`config.mk`:
```
export PLATFORM = sky130hd
export DESIGN_NAME = div_iterative
export DESIGN_NICKNAME = d
export VERILOG_FILES = /design/src/rtl/div_pkg.sv /design/src/rtl/div_sign_fix.sv /design/src/rtl/div_iterative.sv
export SDC_FILE = /design/constraint.sdc
export NUM_CORES = 1
export LEC_CHECK = 0
export BUFFER_PORTS_ARGS = -buffer_cell sky130_fd_sc_hd__buf_2
export CORE_AREA = 2 2 143 145
export DETAILED_ROUTE_END_ITERATION = 16
export DIE_AREA = 0 0 145 147
export GPL_ROUTABILITY_DRIVEN = 0
export PLACE_DENSITY = 0.78
export SETUP_SLACK_MARGIN = 0.05
export SYNTH_ARGS = -nofsm -noshare
export SYNTH_HDL_FRONTEND = slang
export SYNTH_HIERARCHICAL = 1
export SYNTH_SLANG_ARGS = --single-unit
```
`constraint.sdc`:
```
create_clock -name clk -period 3.8 [get_ports clk]
set_input_delay 0.95 -clock clk [delete_from_list [all_inputs] [get_ports clk]]
set_output_delay 0.95 -clock clk [all_outputs]
set_load 0.05 [all_outputs]
```
`src/rtl/div_pkg.sv`:
```
// Shared encodings and sizing for the iterative RV32M divider.
package div_pkg;

  localparam int unsigned DIV_XLEN   = 32;
  localparam int unsigned ITER_COUNT = DIV_XLEN;
  localparam int unsigned CNT_W      = $clog2(DIV_XLEN);

  localparam logic [1:0] OP_DIV  = 2'b00;
  localparam logic [1:0] OP_DIVU = 2'b01;
  localparam logic [1:0] OP_REM  = 2'b10;
  localparam logic [1:0] OP_REMU = 2'b11;

  localparam logic [1:0] S_IDLE = 2'd0;
  localparam logic [1:0] S_ITER = 2'd1;
  localparam logic [1:0] S_FIX  = 2'd2;

endpackage

```
`src/rtl/div_sign_fix.sv`:
```
// Conditional two's-complement negate: used for operand magnitudes and result sign restore.
module div_sign_fix #(
  parameter int unsigned W = 32
) (
  input  logic [W-1:0] din,
  input  logic         neg,
  output logic [W-1:0] dout
);

  assign dout = neg ? -din : din;

endmodule

```
`src/rtl/div_iterative.sv`:
```
// Radix-2 restoring divider for DIV/DIVU/REM/REMU, borrowing the core's shared add/sub unit.
module div_iterative
  import div_pkg::*;
#(
  parameter int unsigned XLEN      = DIV_XLEN,
  parameter int unsigned EARLY_OUT = 1
) (
  input  logic            clk,
  input  logic            rst_n,
  input  logic            start,
  input  logic [1:0]      op,
  input  logic [XLEN-1:0] dividend,
  input  logic [XLEN-1:0] divisor,
  output logic            busy,
  output logic            done,
  output logic [XLEN-1:0] result,
  output logic [XLEN-1:0] add_a,
  output logic [XLEN-1:0] add_b,
  output logic            add_sub,
  input  logic [XLEN-1:0] add_out
);

  logic [1:0]      state_q, state_d;
  logic [XLEN-1:0] r_q, r_d;
  logic [XLEN-1:0] q_q, q_d;
  logic [XLEN-1:0] d_q, d_d;
  logic [CNT_W-1:0] cnt_q, cnt_d;
  logic [1:0]      op_q, op_d;
  logic            quo_neg_q, quo_neg_d;
  logic            rem_neg_q, rem_neg_d;
  logic            freeze_q, freeze_d;
  logic [XLEN-1:0] result_q, result_d;
  logic            done_q, done_d;

  logic            is_signed, dvd_neg, dvs_neg;
  logic            div_zero, ovf, special;
  logic [XLEN-1:0] dvd_abs, dvs_abs, quo_fixed, rem_fixed;
  logic [XLEN-1:0] shift_s;
  logic            msb_out, borrow;

  assign is_signed = ~op[0];
  assign dvd_neg   = is_signed & dividend[XLEN-1];
  assign dvs_neg   = is_signed & divisor[XLEN-1];
  assign div_zero  = (divisor == '0);
  assign ovf       = is_signed && (dividend == {1'b1, {(XLEN-1){1'b0}}}) && (divisor == '1);
  assign special   = div_zero | ovf;

  div_sign_fix #(.W(XLEN)) u_abs_dvd (.din(dividend), .neg(dvd_neg),   .dout(dvd_abs));
  div_sign_fix #(.W(XLEN)) u_abs_dvs (.din(divisor),  .neg(dvs_neg),   .dout(dvs_abs));
  div_sign_fix #(.W(XLEN)) u_fix_quo (.din(q_q),      .neg(quo_neg_q), .dout(quo_fixed));
  div_sign_fix #(.W(XLEN)) u_fix_rem (.din(r_q),      .neg(rem_neg_q), .dout(rem_fixed));

  assign shift_s = {r_q[XLEN-2:0], q_q[XLEN-1]};
  assign msb_out = r_q[XLEN-1];
  // Borrow of the 33-bit compare {msb_out,S} - D, recovered from the 32-bit adder result.
  assign borrow  = ~msb_out & ((~shift_s[XLEN-1] & d_q[XLEN-1]) |
                               (~(shift_s[XLEN-1] ^ d_q[XLEN-1]) & add_out[XLEN-1]));

  always_comb begin
    state_d   = state_q;
    r_d       = r_q;
    q_d       = q_q;
    d_d       = d_q;
    cnt_d     = cnt_q;
    op_d      = op_q;
    quo_neg_d = quo_neg_q;
    rem_neg_d = rem_neg_q;
    freeze_d  = freeze_q;
    result_d  = result_q;
    done_d    = 1'b0;
    add_a     = '0;
    add_b     = '0;
    add_sub   = 1'b0;
    case (state_q)
      S_IDLE: begin
        if (start) begin
          state_d   = S_ITER;
          op_d      = op;
          quo_neg_d = (dvd_neg ^ dvs_neg) & ~div_zero;
          rem_neg_d = dvd_neg;
          r_d       = '0;
          q_d       = dvd_abs;
          d_d       = dvs_abs;
          cnt_d     = CNT_W'(ITER_COUNT - 1);
          freeze_d  = 1'b0;
          // Early-out preloads the final Q/R and spends one frozen ITER cycle, giving a 2-edge latency.
          if ((EARLY_OUT != 0) && special) begin
            freeze_d  = 1'b1;
            cnt_d     = '0;
            quo_neg_d = 1'b0;
            rem_neg_d = 1'b0;
            q_d       = div_zero ? '1 : {1'b1, {(XLEN-1){1'b0}}};
            r_d       = div_zero ? dividend : '0;
          end
        end
      end
      S_ITER: begin
        if (!freeze_q) begin
          add_a   = shift_s;
          add_b   = d_q;
          add_sub = 1'b1;
          r_d     = borrow ? shift_s : add_out;
          q_d     = {q_q[XLEN-2:0], ~borrow};
        end
        cnt_d = cnt_q - CNT_W'(1);
        if (cnt_q == '0) state_d = S_FIX;
      end
      S_FIX: begin
        result_d = op_q[1] ? rem_fixed : quo_fixed;
        done_d   = 1'b1;
        state_d  = S_IDLE;
      end
      default: state_d = S_IDLE;
    endcase
  end

  always_ff @(posedge clk or negedge rst_n) begin
    if (!rst_n) begin
      state_q   <= S_IDLE;
      r_q       <= '0;
      q_q       <= '0;
      d_q       <= '0;
      cnt_q     <= '0;
      op_q      <= '0;
      quo_neg_q <= 1'b0;
      rem_neg_q <= 1'b0;
      freeze_q  <= 1'b0;
      result_q  <= '0;
      done_q    <= 1'b0;
    end else begin
      state_q   <= state_d;
      r_q       <= r_d;
      q_q       <= q_d;
      d_q       <= d_d;
      cnt_q     <= cnt_d;
      op_q      <= op_d;
      quo_neg_q <= quo_neg_d;
      rem_neg_q <= rem_neg_d;
      freeze_q  <= freeze_d;
      result_q  <= result_d;
      done_q    <= done_d;
    end
  end

  assign busy   = (state_q != S_IDLE);
  assign done   = done_q;
  assign result = result_q;

endmodule

```
==> results of run 1 <==
## critical path, cell delays in order (launching register included)
cell	delay [ns]
dfrtp_1	0.50
nor3b_4	0.70
buf_4	0.38
and2_1	0.17
buf_2	0.26
## where the power goes
group | internal [mW] | leakage (nW) | switching, mW
clock | 1.24 | 0.315 | 0.688
sequential | 2.21 | 1.72 | 1.16
combinational | 2.58 | 3.29 | 4.56
## how the worst max path moves through the flow
stage                      start         to  slack, ns  cells past startpoint
floorplan             state_q[1]  add_b[22]       0.76                      4
global placement    dividend[14]    q_q[31]       0.75                      7
detailed placement  dividend[14]    q_q[31]       0.70                      7
CTS                   state_q[1]  add_b[26]       0.44                      4
global route          state_q[1]  add_a[16]       0.28                      4
finish                state_q[1]  add_a[19]       0.39                      4
## sequential cells by signal, indices dropped and copies added, names as in the netlist
register   cells
cnt_q          5
done           1
d_q           32
op_q           1
freeze_q       1
q_q           32
state_q        2
rem_neg_q      1
quo_neg_q      1
result        32
r_q           32
## layer usage
| layer | vias to the layer above | global-route usage, % | wire, um |
|---|---|---|---|
| li1 | 4853 | - | - |
| met1 | 5072 | 40.4 | 13400 |
| met2 | 674 | 52.5 | 16200 |
| met3 | 112 | 8.45 | 3650 |
| met4 | 2 | 12.2 | 1240 |
| met5 | - | 0 | 13 |
## metrics by stage
stage                     setup WS (ns)  hold slack [ns]  power [mW]  util (%)  area [sq um]
after floorplan                   0.756            0.437        8.56         -         10700
after global placement            0.745            0.451        10.2      59.9         11900
after detailed placement          0.700            0.454        10.4      59.9         11900
after CTS                         0.440            0.471        12.4      63.2         12500
after global routing              0.283            0.495        13.1      63.2         12500
final                             0.395            0.466        12.4      63.3         12600
## cell usage in the layout (no fill, tap or decap), types with 24 or more instances in the layout
master    Yosys  routed
a31o_1       30      30
o41ai_1      37      37
xnor2_1     117     117
nand2_1     206     206
mux2i_1      32      32
inv_1        24      24
o21ai_0      64      64
a221oi_1     32      32
nor4_1       31      31
and2_1       64      64
o31ai_2      28      28
mux2_2       32      32
nor2_1      146     146
buf_2        21     198
dfrtp_1     140     139
buf_4         4      28
o31ai_1      34      34
## cell families (layout without fill, tap and decap cells)
family	Yosys count	after routing	synth area share, %
mux	64	64	6.36
other cells	0	2	0
simple gates	563	563	25.9
compound gates	262	262	19.8
flops	140	140	32.7
fa+ha+maj	7	7	0.818
xor+xnor	117	117	9.57
buf+inv	111	284	4.77
## final cells by class
type / count / share of cell area (%)
tap: 270 / 2.69
inverter: 24 / 0.718
timing repair buffer: 228 / 9.82
clock inverter: 13 / 1.89
sequential: 140 / 27.9
clock buffer: 19 / 3.45
antenna: 2 / 0.0399
multi-input combinational: 1013 / 53.5
==> impl_results.md, run 1 <==
* Status: finished, final reports clean
* Area Overhead vs Synth at 17.3%
* Clk pin slew, worst setup/hold paths at ~0.06 ns
* Clock sink count at 140
* Most common cell in the netlist: nand2_1
* Vias in the first global route at just over 10000
* Grt ovf at 0
* Post-route minimum period at roughly 3.4 ns
* Worst EP arrival at 2.46 ns
* Synth top area cells: dfrtp_1 (33%), xnor2_1 (9.6%), nand2_1 (7.2%)
* Worst R2R Start: q_q[14]
* Final Setup Violations at 0
* Worst VDD drop at between 600 and 700 uV
* Initial Utilization at 53.9%
* Number of top-level pins at 200
* Register area at approximately 3500 sq um
* Min-Delay Startpoint: d_q[0]
* All-Layer GR Usage at 31.9%
* RSZ-0062 raised after global routing: false
* Seq/Total Area, Yosys at around a third
* Crit-path max FO at 33
* CTS Buf Count at 17
* Final period utilization at between 80 and 90%
* Worst clock skew at between 0.01 and 0.015 ns
* First-pass GRT wire length at around 54000 um
* Max clock buf depth at 2
* Post-CTS setup buffers at 0
* Largest net degree at the start of global routing at 81
* Worst-Margin Slew at 1.15 ns
* # port buffers at roughly 200
* DR vias/cell at roughly 6.3
* DR pass1 iterations at 7
* Vias at ~11000
* Area of the core at between 15000 and 20000 sq um
* Fillers at about 1700
* Share of the synthesized area in the top cell type at 32.7%
* Worst endpoint required time at 2.85 ns
* H-tree Lvls at 4
* Total wire length at roughly 35000 um
* Max cap viols at 0
* Post-Synthesis Cells at 1264
* Flops & latches, synth at 140
* Chip Width at 145 um
* # DRC at 0
* P_leak at 5.32 nW
* Reg2reg path depth at 6
* Synth cell types at between 50 and 60
* Height of the die at 147 um
* Normalized max-slew margin at between 20 and 25%
* Share of layout cells above drive strength 1 at between 20 and 25%
* Post-synth ARST share at 100%
* Rows at 52
* Final Max Slew Viols at 0
* Post-route ant nets at 0
* Syn. warnings at 6
* Reg2Reg Setup Slack at 0.96 ns
* Post-synth EDFFs at 0
* CTS tree: built
* Ys flop type: dfrtp_1
* Post-detailed-route wirelength per cell at approximately 20 um
* Cell taking the most area after synthesis: dfrtp_1
* CP Launch Type: register
* Setup TNS Final at 0 ns
* Final #Nets at approximately 1500
* F_max at between 0.2 and 0.3 GHz
* Final Instance Count excl. Fillers at around 1700
* Hold depth at 2
* Reg2reg end: result[30]
* Clock Tree Root: clkbuf_16
* Commonest cells post-synth: nand2_1 (206), nor2_1 (146), dfrtp_1 (140)
* Post-Synthesis Cell Area at ~11000 sq um
* DIE AREA at approximately 21000 sq um
* Kind of critical path: register to primary output
* CP Capture Type: primary output
* Hold buffers post-CTS at 0
* Worst Hold Class: register to register
* Initial antenna violation count at 2
* Clk Latency, worst-skew pair at roughly 0.43 ns
* Cells after DPL at 1675
* Initial DRC Count at 1036
* Syn_area_per_cell at around 8.5 sq um
* Multi-input gate area at 6710 sq um
* Power per cell area at just under 1000 nW/um^2
* Cts repair resizes at 0
* Worst hold endpoint: d_q[0]
* Final hold vios at 0
* Hpwl dp at roughly 25000 um
* Synthesized Nets at around 1400
Note: power is estimated with default switching activity, not from simulation.
==> inputs of run 2 (changes only) <==
ABC_AREA = 1   (was unset)
CORE_AREA = 2 2 152 154   (was 2 2 143 145)
DIE_AREA = 0 0 154 156   (was 0 0 145 147)
PLACE_DENSITY = 0.77   (was 0.78)
==> run 2 against run 1 <==
Against the previous run:
- sequential share of layout area fell by 2.5 points
- non-clock buffer count decreased by 11
- global-route usage is 1.7 points higher
- die area rose by 13%
- total power barely moved
- clock power is 10% lower
- critical path depth up 1
- largest cell class unchanged
==> impl_results.md, run 2 <==
* Status: finished, final reports clean
* Worst EP arrival at between 2 and 2.5 ns
* Post-route ant nets at 0
* Min-Delay Startpoint: d_q[2]
* Final Max Slew Viols at 0
* Final hold vios at 0
* Final Setup Violations at 0
* Flops & latches, synth at between 100 and 150
* Grt ovf at 0
* Combinational family with the most area after synthesis: simple AND/OR/NAND/NOR gates
* Initial antenna violation count at 4
* First-pass GRT wire length at 64100 um
* Routed met3 length at about 3400 um
* Final Instance Count excl. Fillers at between 2000 and 3000
* Worst R2R Start: state_q[0]
* Reg2reg path depth at 10
* Max cap viols at 0
* Synth Area in Adders at less than 1%
* Number of top-level pins at 200
* CP Launch Type: register
* Max clock buf depth at 2
* CP max stage cell: inv_2
* Synth Area in Compound Gates at between 6 and 7%
* Final period utilization at about four fifths
* Commonest non-fill, non-tap cell in the layout: nand2_1
* Top Layer Used: met5
* Worst VDD drop at approximately 510 uV
* Height of the die at approximately 160 um
* Setup TNS Final at 0 ns
* # DRC at 0
* Simple-Gate Fraction of Synth Area at between 50% and 60%
* CP Capture Type: primary output
* Routed wl met2 at about 18000 um
* RSZ-0062 raised after global routing: false
* Cts repair resizes at 0
* Ys flop type: dfrtp_1
* Cell taking the most area after synthesis: dfrtp_1
* Post-synth EDFFs at 0
* Largest net degree at the start of global routing at 84
* CP Cell Sequence: inv_2 > buf_12 > nand2_1 > nor2_1 > buf_2
* Hold depth at 2
* Seq/Total Area, Yosys at 28.9%
* Share of the synthesized area in the top cell type at about 29%
* Syn. warnings at 6
* Placed cell areas at approximately 13000 sq um
* Worst clock skew at slightly below 0.009 ns
* Reg2reg end: q_q[0]
* Reg2Reg Setup Slack at 1.17 ns
* Hpwl dp at roughly 30000 um
* Post-Synthesis Cells at between 2000 and 2500
* CTS tree: built
* Post-Synthesis Cell Area at between 10000 and 15000 sq um
* Initial Utilization at between 50% and 60%
* Post-synth ARST share at 100%
* Syn_area_per_cell at ~5.8 sq um
* Clock sink count at 140
* Area Overhead vs Synth at 13.6%
* DIE AREA at roughly 24000 sq um
* F_max at ~0.32 GHz
* Worst-Margin Slew at just over 1 ns
* Clk pin slew, worst setup/hold paths at 0.07 ns
* DR pass1 iterations at 6
* Worst endpoint required time at 2.85 ns
* Post-route minimum period at about 3.1 ns
* Post-detailed-route wirelength per cell at about 16 um
* Worst Hold Class: register to register
* Crit-path max FO at 33
* Chip Width at about 150 um
* Clock Tree Root: clkbuf_16
* Total wire length at roughly 40000 um
* Post-CTS setup buffers at 0
* Cells after DPL at between 2000 and 3000
* Share of layout cells above drive strength 1 at 14.0%
* Commonest cells post-synth: nand2_1 (814), nor2_1 (526), dfrtp_1 (140)
* Kind of critical path: register to primary output
* Synth top area cells: dfrtp_1 (29%), nand2_1 (25%), nor2_1 (16%)
* Normalized max-slew margin at a little under a third
* P_leak at ~7.2 nW
* Synthesized Nets at ~2200
* All-Layer GR Usage at between 30% and 40%
* Initial DRC Count at roughly 1500
* Mux cell area share after synthesis at 0%
* Final #Nets at 2364
* H-tree Lvls at 4
* Vias in the first global route at about 13000
* # port buffers at 199
* Most common cell in the netlist: nand2_1
* Fillers at ~2200
* Post-route cell area at between 10000 and 15000 sq um
* Core Util, Final at around three fifths
* Most frequent cells in the layout: nand2_1 (814), nor2_1 (525), buf_2 (198)
* Worst hold endpoint: d_q[2]
* Power per cell area at 902 nW/um^2
* CTS Buf Count at 17
* M1 WL at about 16000 um
* Vias at approximately 14000
* Rows at 55
* Area of the core at between 20000 and 25000 sq um
* DR vias/cell at about 5.5
* Hold buffers post-CTS at 0
* Worst path max stage delay at about 0.46 ns
* CP Launch Point: freeze_q
* Clk Latency, worst-skew pair at approximately 0.44 ns
* Xor and xnor area share after synthesis at 4.04%
* Synth cell types at 30
==> run 2: changes by cell type in the layout (fill, tap and decap cells not counted), sizes merged, moves of 45 or more <==
cell,previous run,this run
nor2,149,567
inv,27,136
nand2,206,831
o41ai,45,0
and2,64,0
o31ai,62,0
nand3,8,114
xnor2,117,40
==> run 2: report_power, final <==
group / switching (mW) / internal, mW
combinational: 5.35 / 2.20
clock: 0.790 / 0.940
sequential: 1.02 / 2.15
total: 7.15 / 5.29
==> run 2: through the flow <==
| stage | hold slack [ns] | setup slack, ns | power, mW |
|---|---|---|---|
| finish | 0.483 | 0.697 | 12.4 |
| global route | 0.503 | 0.592 | 13.4 |
| CTS | 0.488 | 0.674 | 12.3 |
| detailed placement | 0.465 | 0.944 | 10.6 |
| global placement | 0.464 | 0.955 | 10.4 |
| floorplan | 0.449 | 0.786 | 8.70 |
==> run 2: layout make-up <==
| type | count | area [sq um] | share of cell area [%] |
|---|---|---|---|
| Timing Repair Buffer | 217 | 1160 | 8.43 |
| Sequential cell | 140 | 3500 | 25.4 |
| Tap cell | 285 | 357 | 2.59 |
| Antenna cell | 4 | 10.0 | 0.0726 |
| Clock inverter | 15 | 171 | 1.24 |
| Clock buffer | 17 | 425 | 3.09 |
| Multi-Input combinational cell | 1754 | 7680 | 55.7 |
| Inverter | 126 | 475 | 3.45 |
==> run 2: cells by family after synthesis <==
kind of cell / after synthesis
simple gates: 1543
fa+ha+maj: 7
flops: 140
buf+inv: 214
compound gates: 148
xor+xnor: 56
==> run 2: critical path: cells and delay by family (launching register included) <==
kind,cells,cell delay (ns)
buffers and inverters,3,1.02
and+or+nand+nor,2,0.23
DFF,1,0.43
==> run 2: worst max path at each step <==
stage,to,slack (ns),cells past startpoint
floorplan,add_a[31],0.79,5
global route,add_a[16],0.59,5
CTS,add_a[21],0.67,5
detailed placement,q_q[15],0.94,11
finish,add_a[21],0.70,5
global placement,q_q[11],0.95,11
==> run 2: routing by layer <==
metal,global-route usage (%),vias up
met5,0,-
met4,21.8,2
met3,5.47,177
met2,54.5,725
met1,41.7,6358
li1,-,6831
